===== src/rtl/trk_result_tx_if.sv =====
// Byte handshake between the result packetizer (master) and the UART TX core (slave).
interface trk_result_tx_if;
  logic [7:0] tx_byte;
  logic       tx_byte_vld;
  logic       tx_byte_rdy;

  modport master (output tx_byte, output tx_byte_vld, input tx_byte_rdy);
  modport slave  (input tx_byte, input tx_byte_vld, output tx_byte_rdy);
endinterface


===== src/rtl/trk_result_tx.sv =====
// Tracking-result packetizer: header, big-endian x/y/w/h (+ confidence), checksum, with a
// one-deep pending buffer. Optional confidence word enabled by macro TRK_TX_CSF_EN.
module trk_result_tx #(
  parameter int unsigned GAP_CYCLES = 16,
  parameter logic [7:0]  HDR0       = 8'hAA,
  parameter logic [7:0]  HDR1       = 8'h55
) (
  input  logic                   iclk,
  input  logic                   s_rst,
  input  logic                   tx_start,
  input  logic [15:0]            result_x,
  input  logic [15:0]            result_y,
  input  logic [15:0]            result_w,
  input  logic [15:0]            result_h,
  input  logic [31:0]            result_csf,
  trk_result_tx_if.master        tx,
  output logic                   busy,
  output logic                   pkt_done,
  output logic [7:0]             drop_cnt
);

`ifdef TRK_TX_CSF_EN
  localparam int unsigned N_BYTES = 15;
`else
  localparam int unsigned N_BYTES = 11;
`endif
  localparam logic [3:0]  LAST_IDX = 4'(N_BYTES - 1);
  localparam logic [15:0] GAP_INIT = (GAP_CYCLES == 0) ? 16'd0 : 16'(GAP_CYCLES - 1);

  typedef enum logic [1:0] {S_IDLE, S_SEND, S_GAP} state_t;

  state_t      r_state, w_state_nxt;
  logic [15:0] r_sh_x, r_sh_y, r_sh_w, r_sh_h;
  logic [15:0] r_pd_x, r_pd_y, r_pd_w, r_pd_h;
  logic        r_pend_full;
  logic [3:0]  r_idx;
  logic [7:0]  r_csum;
  logic [7:0]  r_tx_byte;
  logic        r_tx_vld;
  logic        r_pkt_done;
  logic [7:0]  r_drop;
  logic [15:0] r_gap_cnt;

  logic        w_xfer, w_last_xfer, w_load_shadow, w_from_pend, w_pend_capture;
  logic [3:0]  w_idx_nxt;
  logic [7:0]  w_csum_acc, w_nxt_byte;

`ifdef TRK_TX_CSF_EN
  logic [31:0] r_sh_csf, r_pd_csf;
`else
  logic        w_unused_csf;
  assign w_unused_csf = ^result_csf;
`endif

  assign tx.tx_byte     = r_tx_byte;
  assign tx.tx_byte_vld = r_tx_vld;
  assign busy           = (r_state != S_IDLE) || r_pend_full;
  assign pkt_done       = r_pkt_done;
  assign drop_cnt       = r_drop;

  assign w_xfer         = r_tx_vld && tx.tx_byte_rdy;
  assign w_idx_nxt      = r_idx + 4'd1;
  // The byte being accepted is r_tx_byte itself, so the sum folds in the registered copy.
  assign w_csum_acc     = (r_idx >= 4'd2) ? r_csum + r_tx_byte : r_csum;
  assign w_pend_capture = tx_start && ((r_state != S_IDLE) || r_pend_full);

  always_comb begin
    w_nxt_byte = w_csum_acc;
    case (w_idx_nxt)
      4'd1:    w_nxt_byte = HDR1;
      4'd2:    w_nxt_byte = r_sh_x[15:8];
      4'd3:    w_nxt_byte = r_sh_x[7:0];
      4'd4:    w_nxt_byte = r_sh_y[15:8];
      4'd5:    w_nxt_byte = r_sh_y[7:0];
      4'd6:    w_nxt_byte = r_sh_w[15:8];
      4'd7:    w_nxt_byte = r_sh_w[7:0];
      4'd8:    w_nxt_byte = r_sh_h[15:8];
      4'd9:    w_nxt_byte = r_sh_h[7:0];
`ifdef TRK_TX_CSF_EN
      4'd10:   w_nxt_byte = r_sh_csf[31:24];
      4'd11:   w_nxt_byte = r_sh_csf[23:16];
      4'd12:   w_nxt_byte = r_sh_csf[15:8];
      4'd13:   w_nxt_byte = r_sh_csf[7:0];
`endif
      default: w_nxt_byte = w_csum_acc;
    endcase
  end

  always_comb begin
    w_state_nxt   = r_state;
    w_load_shadow = 1'b0;
    w_from_pend   = 1'b0;
    w_last_xfer   = 1'b0;
    case (r_state)
      S_IDLE: begin
        if (r_pend_full) begin
          w_load_shadow = 1'b1;
          w_from_pend   = 1'b1;
          w_state_nxt   = S_SEND;
        end else if (tx_start) begin
          w_load_shadow = 1'b1;
          w_state_nxt   = S_SEND;
        end
      end
      S_SEND: begin
        if (w_xfer && (r_idx == LAST_IDX)) begin
          w_last_xfer = 1'b1;
          w_state_nxt = (GAP_CYCLES == 0) ? S_IDLE : S_GAP;
        end
      end
      S_GAP: begin
        if (r_gap_cnt == '0) w_state_nxt = S_IDLE;
      end
      default: w_state_nxt = S_IDLE;
    endcase
  end

  always_ff @(posedge iclk) begin
    if (s_rst) r_state <= S_IDLE;
    else       r_state <= w_state_nxt;
  end

  always_ff @(posedge iclk) begin
    if (s_rst) begin
      r_sh_x <= '0; r_sh_y <= '0; r_sh_w <= '0; r_sh_h <= '0;
      r_pd_x <= '0; r_pd_y <= '0; r_pd_w <= '0; r_pd_h <= '0;
`ifdef TRK_TX_CSF_EN
      r_sh_csf <= '0;
      r_pd_csf <= '0;
`endif
      r_pend_full <= 1'b0;
      r_drop      <= '0;
    end else begin
      if (w_load_shadow) begin
        r_sh_x <= w_from_pend ? r_pd_x : result_x;
        r_sh_y <= w_from_pend ? r_pd_y : result_y;
        r_sh_w <= w_from_pend ? r_pd_w : result_w;
        r_sh_h <= w_from_pend ? r_pd_h : result_h;
`ifdef TRK_TX_CSF_EN
        r_sh_csf <= w_from_pend ? r_pd_csf : result_csf;
`endif
      end
      if (w_pend_capture) begin
        r_pd_x <= result_x; r_pd_y <= result_y;
        r_pd_w <= result_w; r_pd_h <= result_h;
`ifdef TRK_TX_CSF_EN
        r_pd_csf <= result_csf;
`endif
      end
      // Simultaneous consume and capture leaves the buffer full with the new entry.
      if (w_pend_capture)   r_pend_full <= 1'b1;
      else if (w_from_pend) r_pend_full <= 1'b0;
      if (tx_start && (r_state != S_IDLE) && r_pend_full && (r_drop != 8'hFF))
        r_drop <= r_drop + 8'd1;
    end
  end

  always_ff @(posedge iclk) begin
    if (s_rst) begin
      r_idx      <= '0;
      r_csum     <= '0;
      r_tx_byte  <= '0;
      r_tx_vld   <= 1'b0;
      r_pkt_done <= 1'b0;
      r_gap_cnt  <= '0;
    end else begin
      r_pkt_done <= w_last_xfer;
      if (w_load_shadow) begin
        r_idx     <= '0;
        r_csum    <= '0;
        r_tx_byte <= HDR0;
        r_tx_vld  <= 1'b1;
      end else if (w_last_xfer) begin
        r_tx_vld  <= 1'b0;
      end else if (w_xfer) begin
        r_idx     <= w_idx_nxt;
        r_csum    <= w_csum_acc;
        r_tx_byte <= w_nxt_byte;
      end
      if (w_last_xfer)
        r_gap_cnt <= GAP_INIT;
      else if ((r_state == S_GAP) && (r_gap_cnt != '0))
        r_gap_cnt <= r_gap_cnt - 16'd1;
    end
  end

endmodule

===== src/flat_wrapper.sv =====
// flat-port wrapper written by rule: the top's interface ports become plain ports
module trk_result_tx_flat 
#(
  parameter int unsigned GAP_CYCLES = 16,
  parameter logic [7:0]  HDR0       = 8'hAA,
  parameter logic [7:0]  HDR1       = 8'h55
)
  (iclk, s_rst, tx_start, result_x, result_y, result_w, result_h, result_csf, busy, pkt_done, drop_cnt, tx_tx_byte, tx_tx_byte_vld, tx_tx_byte_rdy);
  trk_result_tx_if tx_i ();
  input  logic iclk;
  input  logic s_rst;
  input  logic tx_start;
  input  logic [15:0] result_x;
  input  logic [15:0] result_y;
  input  logic [15:0] result_w;
  input  logic [15:0] result_h;
  input  logic [31:0] result_csf;
  output logic busy;
  output logic pkt_done;
  output logic [7:0] drop_cnt;
  output wire logic [$bits(tx_i.tx_byte)-1:0] tx_tx_byte;
  output wire logic [$bits(tx_i.tx_byte_vld)-1:0] tx_tx_byte_vld;
  input wire logic [$bits(tx_i.tx_byte_rdy)-1:0] tx_tx_byte_rdy;
  assign tx_tx_byte = tx_i.tx_byte;
  assign tx_tx_byte_vld = tx_i.tx_byte_vld;
  assign tx_i.tx_byte_rdy = tx_tx_byte_rdy;
  trk_result_tx #(.GAP_CYCLES(GAP_CYCLES), .HDR0(HDR0), .HDR1(HDR1)) u_core (.iclk(iclk), .s_rst(s_rst), .tx_start(tx_start), .result_x(result_x), .result_y(result_y), .result_w(result_w), .result_h(result_h), .result_csf(result_csf), .tx(tx_i), .busy(busy), .pkt_done(pkt_done), .drop_cnt(drop_cnt));
endmodule

===== config.mk =====
export PLATFORM = sky130hd
export DESIGN_NAME = trk_result_tx_flat
export DESIGN_NICKNAME = d
export VERILOG_FILES = /design/src/rtl/trk_result_tx_if.sv /design/src/rtl/trk_result_tx.sv /design/src/flat_wrapper.sv
export SDC_FILE = /design/constraint.sdc
export NUM_CORES = 1
export LEC_CHECK = 0
export CAP_MARGIN = 40
export CORE_MARGIN = 1
export CORE_UTILIZATION = 54
export CTS_CLUSTER_DIAMETER = 80
export DETAILED_ROUTE_END_ITERATION = 12
export DONT_BUFFER_PORTS = 1
export PLACE_DENSITY = 0.73
export SYNTH_ARGS = -nofsm -noshare
export SYNTH_HDL_FRONTEND = slang
export SYNTH_SLANG_ARGS = --single-unit

===== constraint.sdc =====
create_clock -name iclk -period 2.75 [get_ports iclk]
set_input_delay 0.4125 -clock iclk [delete_from_list [all_inputs] [get_ports iclk]]
set_output_delay 0.4125 -clock iclk [all_outputs]
set_load 0.005 [all_outputs]

==> summary.txt, run 1 <==
Synthesis
  – Warnings from Yosys: 0
  – Multiplexer area fraction after synthesis: slightly above 8%
  – Syn_nets: 1129
  – Ys flop type: dfxtp_1
  – Syn_area_per_cell: between 8 and 9 sq um
  – Adder-cell share of the synthesized area: 2.30%
  – Syn Inst Count: about 1000
  – Simple-gate area share of the yosys netlist: about a fifth
  – Post-synth ARST share: 0%
  – Synth cell types: between 70 and 80
  – Largest family of logic cells by synthesized area: compound AO/OA/AOI/OAI gates
  – Share of the synthesized area in the top cell type: between 40% and 50%
  – EDFF count, synth: 0
  – Xor and xnor fraction of the mapped netlist area: between 2 and 3%
  – Synthesized area: 0.00849 sq mm
  – Dominant cells by area after synthesis: dfxtp_1 42%, nand2_1 8.1%, mux2i_1 8.0%
  – Compound-Gate Fraction of Synth Area: a little over a fifth
  – Post-synthesis sequential area ratio: a little over two fifths
  – #FFs+latches synth: approximately 180
  – Yosys top cell by area: dfxtp_1

Critical path
  – FF-to-FF setup slack: ~0.20 ns
  – Required @ worst endpoint: 3.05 ns
  – Startpoint types: flop
  – Slowest-stage cell, CP: dfxtp_1
  – Worst Path Arrival: roughly 2.9 ns
  – Worst setup path start: u_core.r_idx[0]$_SDFFE_PP0P_
  – CP cell instances: inv_1 -> ha_1 -> buf_4 -> a22oi_1 -> nand2_1 -> o21a_1 -> a22o_1 -> a2111oi_0 -> buf_4 -> a211oi_1
  – Capture point of the critical path: u_core.tx.tx_byte[6]$_SDFFE_PP0P_
  – Cell mode on critical path: buf_4
  – R2R cell count: 10
  – Worst Path Max Fanout: 12
  – CP Class: flop to flop
  – CP Capture Type: flop
  – Worst stage delay on the critical path: approximately 0.52 ns
  – Worst r2r src: u_core.r_idx[0]$_SDFFE_PP0P_
  – Worst R2R End: u_core.tx.tx_byte[6]$_SDFFE_PP0P_

STA
  – Max_slew headroom: a little under half
  – Fmax: approximately 390 MHz
  – Post-layout min period: around 2.5 ns
  – Setup TNS: 0 ns
  – RSZ-0062 raised after global routing: false
  – Final setup viols: 0
  – Final Hold Vio Count: 0
  – Final worst-path cycle share: 92.7%
  – Fin Clk Skew: 0.0128 ns
  – Worst-Margin Slew: approximately 0.78 ns
  – Final Slew Violations: 0

CTS
  – H-Tree Depth: 4
  – TritonCTS buffer count: 17
  – CTS root buffer: clkbuf_16
  – Post-CTS Hold Fix Bufs: 0
  – CTS Buffer Depth: 2
  – Worst skew pair latency: between 0.4 and 0.5 ns
  – CTS tree: yes
  – Postcts setup bufs: 0
  – Clock sinks: approximately 180
  – Post-CTS resize count: 0
  – Worst-path clk slew: ~0.07 ns

Global routing
  – Vias in the first global route: roughly 6600
  – Remaining Overflow, GRT: 0
  – Gr usage total: between 20% and 30%
  – Initial antenna violation count: 0
  – First-pass GRT wire length: between 30 and 40 mm
  – Largest net degree at the start of global routing: 155

Route
  – Drt drc: 0
  – Final WL: about 21 mm
  – DR iter-0 viols: approximately 500
  – Via/cell ratio: between 5 and 6
  – Via count: around 7000
  – WL/cell: 17.0 um
  – First drt pass iteration count: 6
  – ANT nets after route: 0

Flow run
  – Max Cap Viol: 0

Floorplan
  – Height of the die: approximately 130 um
  – Die footprint: 0.0162 sq mm
  – Initial Util: roughly 56%
  – Rows: 45
  – Die X: around 130 um
  – Core region area: 0.0153 sq mm
  – I/O pin count: 119

Placed design
  – Placed wire-length estimate: around 14 mm
  – RePlAce Congestion: ~0.91
  – Port Buffers: 0

Final layout
  – # diodes: 0
  – NumNets Final: roughly 1100
  – Synth-to-layout area growth: 10.2%
  – Ratio of cells with drive above 1 in the final layout: between 9 and 10%

Worst hold path
  – Worst Hold Class: input port to flop

Power
  – Leakage power: 3.26 nW
  – Worst vdd ir: roughly 0.6 mV
  – PwrDens: about 650 mW/mm^2
  – Overall power: about 0.006 W

Status
  – Outcome: completed
## logic make-up after synthesis
family,Yosys count
mux,70
fa+ha+maj,15
compound gates,259
flops,177
simple gates,383
buf+inv,83
xor+xnor,27
## layout by cell type, fill, tap and decap left out, drive strengths merged, types with 6 or more instances in the layout
| cell | instances |
|---|---|
| nor4 | 8 |
| clkbuf | 17 |
| o21ai | 19 |
| a22o | 6 |
| a31oi | 8 |
| nor2b | 8 |
| nand3 | 13 |
| xnor2 | 18 |
| buf | 29 |
| nand2 | 183 |
| a21oi | 93 |
| inv | 12 |
| mux2i | 68 |
| a22oi | 14 |
| dfxtp | 177 |
| nor3 | 17 |
| nor2 | 117 |
| nand4 | 6 |
| o211ai | 8 |
| clkinv | 6 |
| xor2 | 9 |
| a211oi | 71 |
| nand2b | 6 |
| ha | 14 |
## final cells by class
type / instances / area [sq um]
Fill cell: 1308 / 5900
Sequential cell: 177 / 3540
Timing Repair Buffer: 29 / 255
Tap cell: 211 / 264
Inverter: 9 / 33.8
Clock inverter: 15 / 205
Clock buffer: 17 / 425
Multi-Input combinational cell: 754 / 4630
## worst max-delay path, delay by kind of cell (launching register included)
family	cells	cell delay, ns
fa+ha+maj	1	0.31
compound gates	5	0.92
buf+inv	3	0.53
simple gates	1	0.13
flops	1	0.52
## synthesized netlist by cell type, types with 8 or more instances
library cell	number
a211oi_1	70
mux2i_1	68
o21ai_0	18
ha_1	14
nand2_1	183
nor2_1	116
xnor2_1	18
a22oi_1	14
nor3_1	14
a31oi_1	8
nor2b_1	8
inv_1	9
o211ai_1	8
clkbuf_1	53
nand3_1	12
buf_2	15
a21oi_1	93
xor2_1	9
dfxtp_1	177
## report_power, final
part	total (W)	leakage, nW	internal, W	switching (W)
registers	0.00288	1.45	0.00274	0.000136
clock network	0.00258	0.306	0.00153	0.00104
logic	0.000591	1.50	0.000240	0.000352
total	0.00604	3.26	0.00451	0.00153
## per-layer routing
layer | vias to the layer above | global-route usage [%] | share of wire [%]
met1 | 3285 | 36.2 | 47
li1 | 3548 | - | -
met2 | 175 | 41.4 | 46
met5 | - | 0 | 0
met4 | 0 | 7.98 | 1.6
met3 | 19 | 6.11 | 5.5
## worst min path at each step
stage                                        start                         endpoint  slack (ns)  cells after the start
finish                                       s_rst  u_core.drop_cnt[1]$_SDFFE_PP0P_        0.06                      1
global route                                 s_rst  u_core.drop_cnt[3]$_SDFFE_PP0P_        0.04                      1
CTS                                          s_rst  u_core.drop_cnt[3]$_SDFFE_PP0P_        0.04                      1
detailed placement  u_core.r_pd_x[14]$_SDFFE_PP0P_   u_core.r_pd_x[14]$_SDFFE_PP0P_        0.44                      2
global placement     u_core.r_pd_x[7]$_SDFFE_PP0P_    u_core.r_pd_x[7]$_SDFFE_PP0P_        0.43                      2
floorplan            u_core.r_pd_h[0]$_SDFFE_PP0P_    u_core.r_pd_h[0]$_SDFFE_PP0P_        0.44                      2
## registers in the layout, indices dropped and copies added, names as in the netlist, 4 cells and up
register,count
u_core.drop_cnt,8
u_core.r_csum,8
u_core.r_gap_cnt,16
u_core.r_idx,4
u_core.r_pd_h,16
u_core.r_pd_w,16
u_core.r_pd_x,16
u_core.r_pd_y,16
u_core.r_sh_h,16
u_core.r_sh_w,16
u_core.r_sh_x,16
u_core.r_sh_y,16
u_core.tx.tx_byte,8
## stage by stage
step	setup WS, ns	utilization (%)	instances	hold slack [ns]	cell area [sq um]
detailed placement	0.204	57.2	1180	0.440	8720
CTS	0.146	61.3	1212	0.0399	9350
global placement	0.227	57.2	1180	0.435	8720
global route	0.0142	61.3	1212	0.0368	9350
finish	0.201	61.3	1212	0.0585	9350
floorplan	0.398	-	1014	0.436	8490
Note: power is estimated with default switching activity, not from simulation.
==> run 2: changes to the inputs <==
- ABC_AREA: not set -> 0
==> results of run 2 <==
The final DEF is identical to that of run 1; final timing and power are the same.
==> run 3: changes to the inputs <==
==> constraint.sdc (replaced) <==
create_clock -name iclk -period 2.7 [get_ports iclk]
set_input_delay 0.405 -clock iclk [delete_from_list [all_inputs] [get_ports iclk]]
set_output_delay 0.405 -clock iclk [all_outputs]
set_load 0.1 [all_outputs]
==> run 3 against run 2 <==
Against the previous run: global-route usage is 0.32 points higher; register-to-register slack got worse by 0.07 ns; first-iteration DRC count grew 31%; count of clock-buffer cells in the layout grew 1; sequential power up 1%.
==> summary.txt, run 3 (synthesis gave the netlist of run 1 again) <==
Status
  – Outcome: completed

Floorplan
  – Rows: 45
  – Die X: 127 um
  – Die footprint: approximately 0.016 sq mm
  – I/O pin count: about 120
  – Initial Util: approximately 56%
  – Height of the die: roughly 130 um
  – Core region area: approximately 0.015 sq mm

Final layout
  – Ratio of cells with drive above 1 in the final layout: approximately 11%
  – Fillers: ~1300
  – Flip-flop and latch area: 0.00354 sq mm
  – Footprint of the multi-input gates: between 0.004 and 0.005 sq mm
  – # diodes: 0
  – Commonest non-fill, non-tap cells in the layout: 182 x nand2_1, 177 x dfxtp_1, 116 x nor2_1
  – Synth-to-layout area growth: 12.1%
  – NumNets Final: around 1100
  – Most common cell after layout, fill and taps aside: nand2_1
  – Final core occ: just over 60%

Global routing
  – Remaining Overflow, GRT: 0
  – First-pass GRT wire length: 34.2 mm
  – Initial antenna violation count: 0
  – Vias in the first global route: approximately 6600
  – Largest net degree at the start of global routing: 155
  – Gr usage total: between 20 and 30%

Route
  – ANT nets after route: 0
  – Via count: roughly 7000
  – First drt pass iteration count: 5
  – Final WL: between 20 and 25 mm
  – Via/cell ratio: 5.77
  – Drt drc: 0
  – WL/cell: roughly 17 um
  – DR iter-0 viols: 662

Critical path
  – Worst stage delay on the critical path: about 0.52 ns
  – Worst Path Arrival: 2.89 ns
  – CP Capture Type: flop
  – Startpoint types: flop
  – Required @ worst endpoint: between 3 and 4 ns
  – Slowest-stage cell, CP: dfxtp_1
  – R2R cell count: 10
  – CP Class: flop to flop
  – Worst Path Max Fanout: 13
  – CP cell instances: inv_1 -> ha_1 -> buf_4 -> inv_1 -> o31ai_4 -> a21oi_1 -> o31ai_4 -> a2111oi_0 -> buf_4 -> a211oi_1

CTS
  – TritonCTS buffer count: 17
  – H-Tree Depth: 4
  – Worst skew pair latency: around 0.43 ns
  – Post-CTS Hold Fix Bufs: 0
  – CTS tree: yes
  – Clock sinks: about 180
  – Worst-path clk slew: roughly 0.07 ns
  – CTS Buffer Depth: 2
  – CTS root buffer: clkbuf_16

Power
  – Worst vdd ir: approximately 0.60 mV
  – PwrDens: around 660 mW/mm^2
  – Leakage power: 3.38 nW

STA
  – Fin Clk Skew: ~0.0075 ns
  – Final Slew Violations: 0
  – Max_slew headroom: between 50% and 60%
  – Final worst-path cycle share: a little over nine tenths
  – Fmax: between 300 and 400 MHz
  – Final setup viols: 0
  – Post-layout min period: 2.57 ns
  – Worst-Margin Slew: approximately 0.7 ns
  – Hold WS: roughly 0.045 ns
  – Final Hold Vio Count: 0

Flow run
  – Max Cap Viol: 0

Worst hold path
  – Hold depth: 1
  – Worst Hold Class: input port to flop

Placed design
  – RePlAce Congestion: a little over 0.9
  – Placed wire-length estimate: between 10 and 15 mm
  – Port Buffers: 0
## run 3: cell count changes in the layout (fill, tap and decap cells not counted)
| cell | delta |
|---|---|
| clkinv_2 | -1 |
| clkbuf_1 | +1 |
| inv_8 | +1 |
| clkinv_4 | -2 |
| buf_8 | +1 |
| buf_4 | +20 |
| inv_6 | +1 |
## run 3: layer usage
layer | vias up | GRT usage (%) | routed length (um)
li1 | 3579 | - | -
met1 | 3326 | 35.9 | 9750
met2 | 184 | 42.6 | 9710
met3 | 31 | 5.78 | 1120
met4 | 0 | 9.31 | 466
met5 | - | 0 | 0
## run 3: final timing paths
path / end / slack [ns] / from
hold / removal: u_core.drop_cnt[1]$_SDFFE_PP0P_ / 0.05 / s_rst
hold reg to reg: u_core.r_pd_h[3]$_SDFFE_PP0P_ / 0.45 / u_core.r_pd_h[3]$_SDFFE_PP0P_
setup reg to reg: u_core.tx.tx_byte[2]$_SDFFE_PP0P_ / 0.13 / u_core.r_idx[0]$_SDFFE_PP0P_
setup / recovery: u_core.tx.tx_byte[2]$_SDFFE_PP0P_ / 0.13 / u_core.r_idx[0]$_SDFFE_PP0P_
## run 3: worst max-delay path, delay by kind of cell, from the launching register on
family	cells	cell delay, ns
fa+ha+maj	1	0.26
flops	1	0.52
buf+inv	4	0.67
compound gates	5	1.00
## run 3: area by class of cell
| class | instances | share of cell area, % |
|---|---|---|
| clock buffer | 18 | 4.51 |
| tap | 211 | 2.77 |
| inverter | 9 | 0.355 |
| sequential | 177 | 37.2 |
| timing repair buffer | 50 | 4.42 |
| multi-input combinational | 754 | 48.6 |
| clock inverter | 14 | 2.13 |
## run 3: timing repair
item,CTS,global route
gates resized for setup,0,1
setup endpoints to repair,0,3
setup buffers,0,0
## run 3: stage by stage
step / power (W) / area [sq um] / std cells / setup TNS [ns] / setup slack [ns]
after floorplan: 0.00355 / 8490 / 1014 / 0 / 0.105
after global placement: 0.00369 / 8870 / 1200 / 0 / 0.193
after detailed placement: 0.00371 / 8890 / 1201 / 0 / 0.181
after CTS: 0.00634 / 9520 / 1233 / 0 / 0.139
after global routing: 0.00655 / 9520 / 1233 / -0.0125 / -0.0125
final: 0.00629 / 9520 / 1233 / 0 / 0.127
## run 3: power by group
group | switching [W] | total, W | internal, W
Sequential | 0.000129 | 0.00292 | 0.00279
Combinational | 0.000474 | 0.000736 | 0.000262
Clock | 0.00107 | 0.00264 | 0.00157
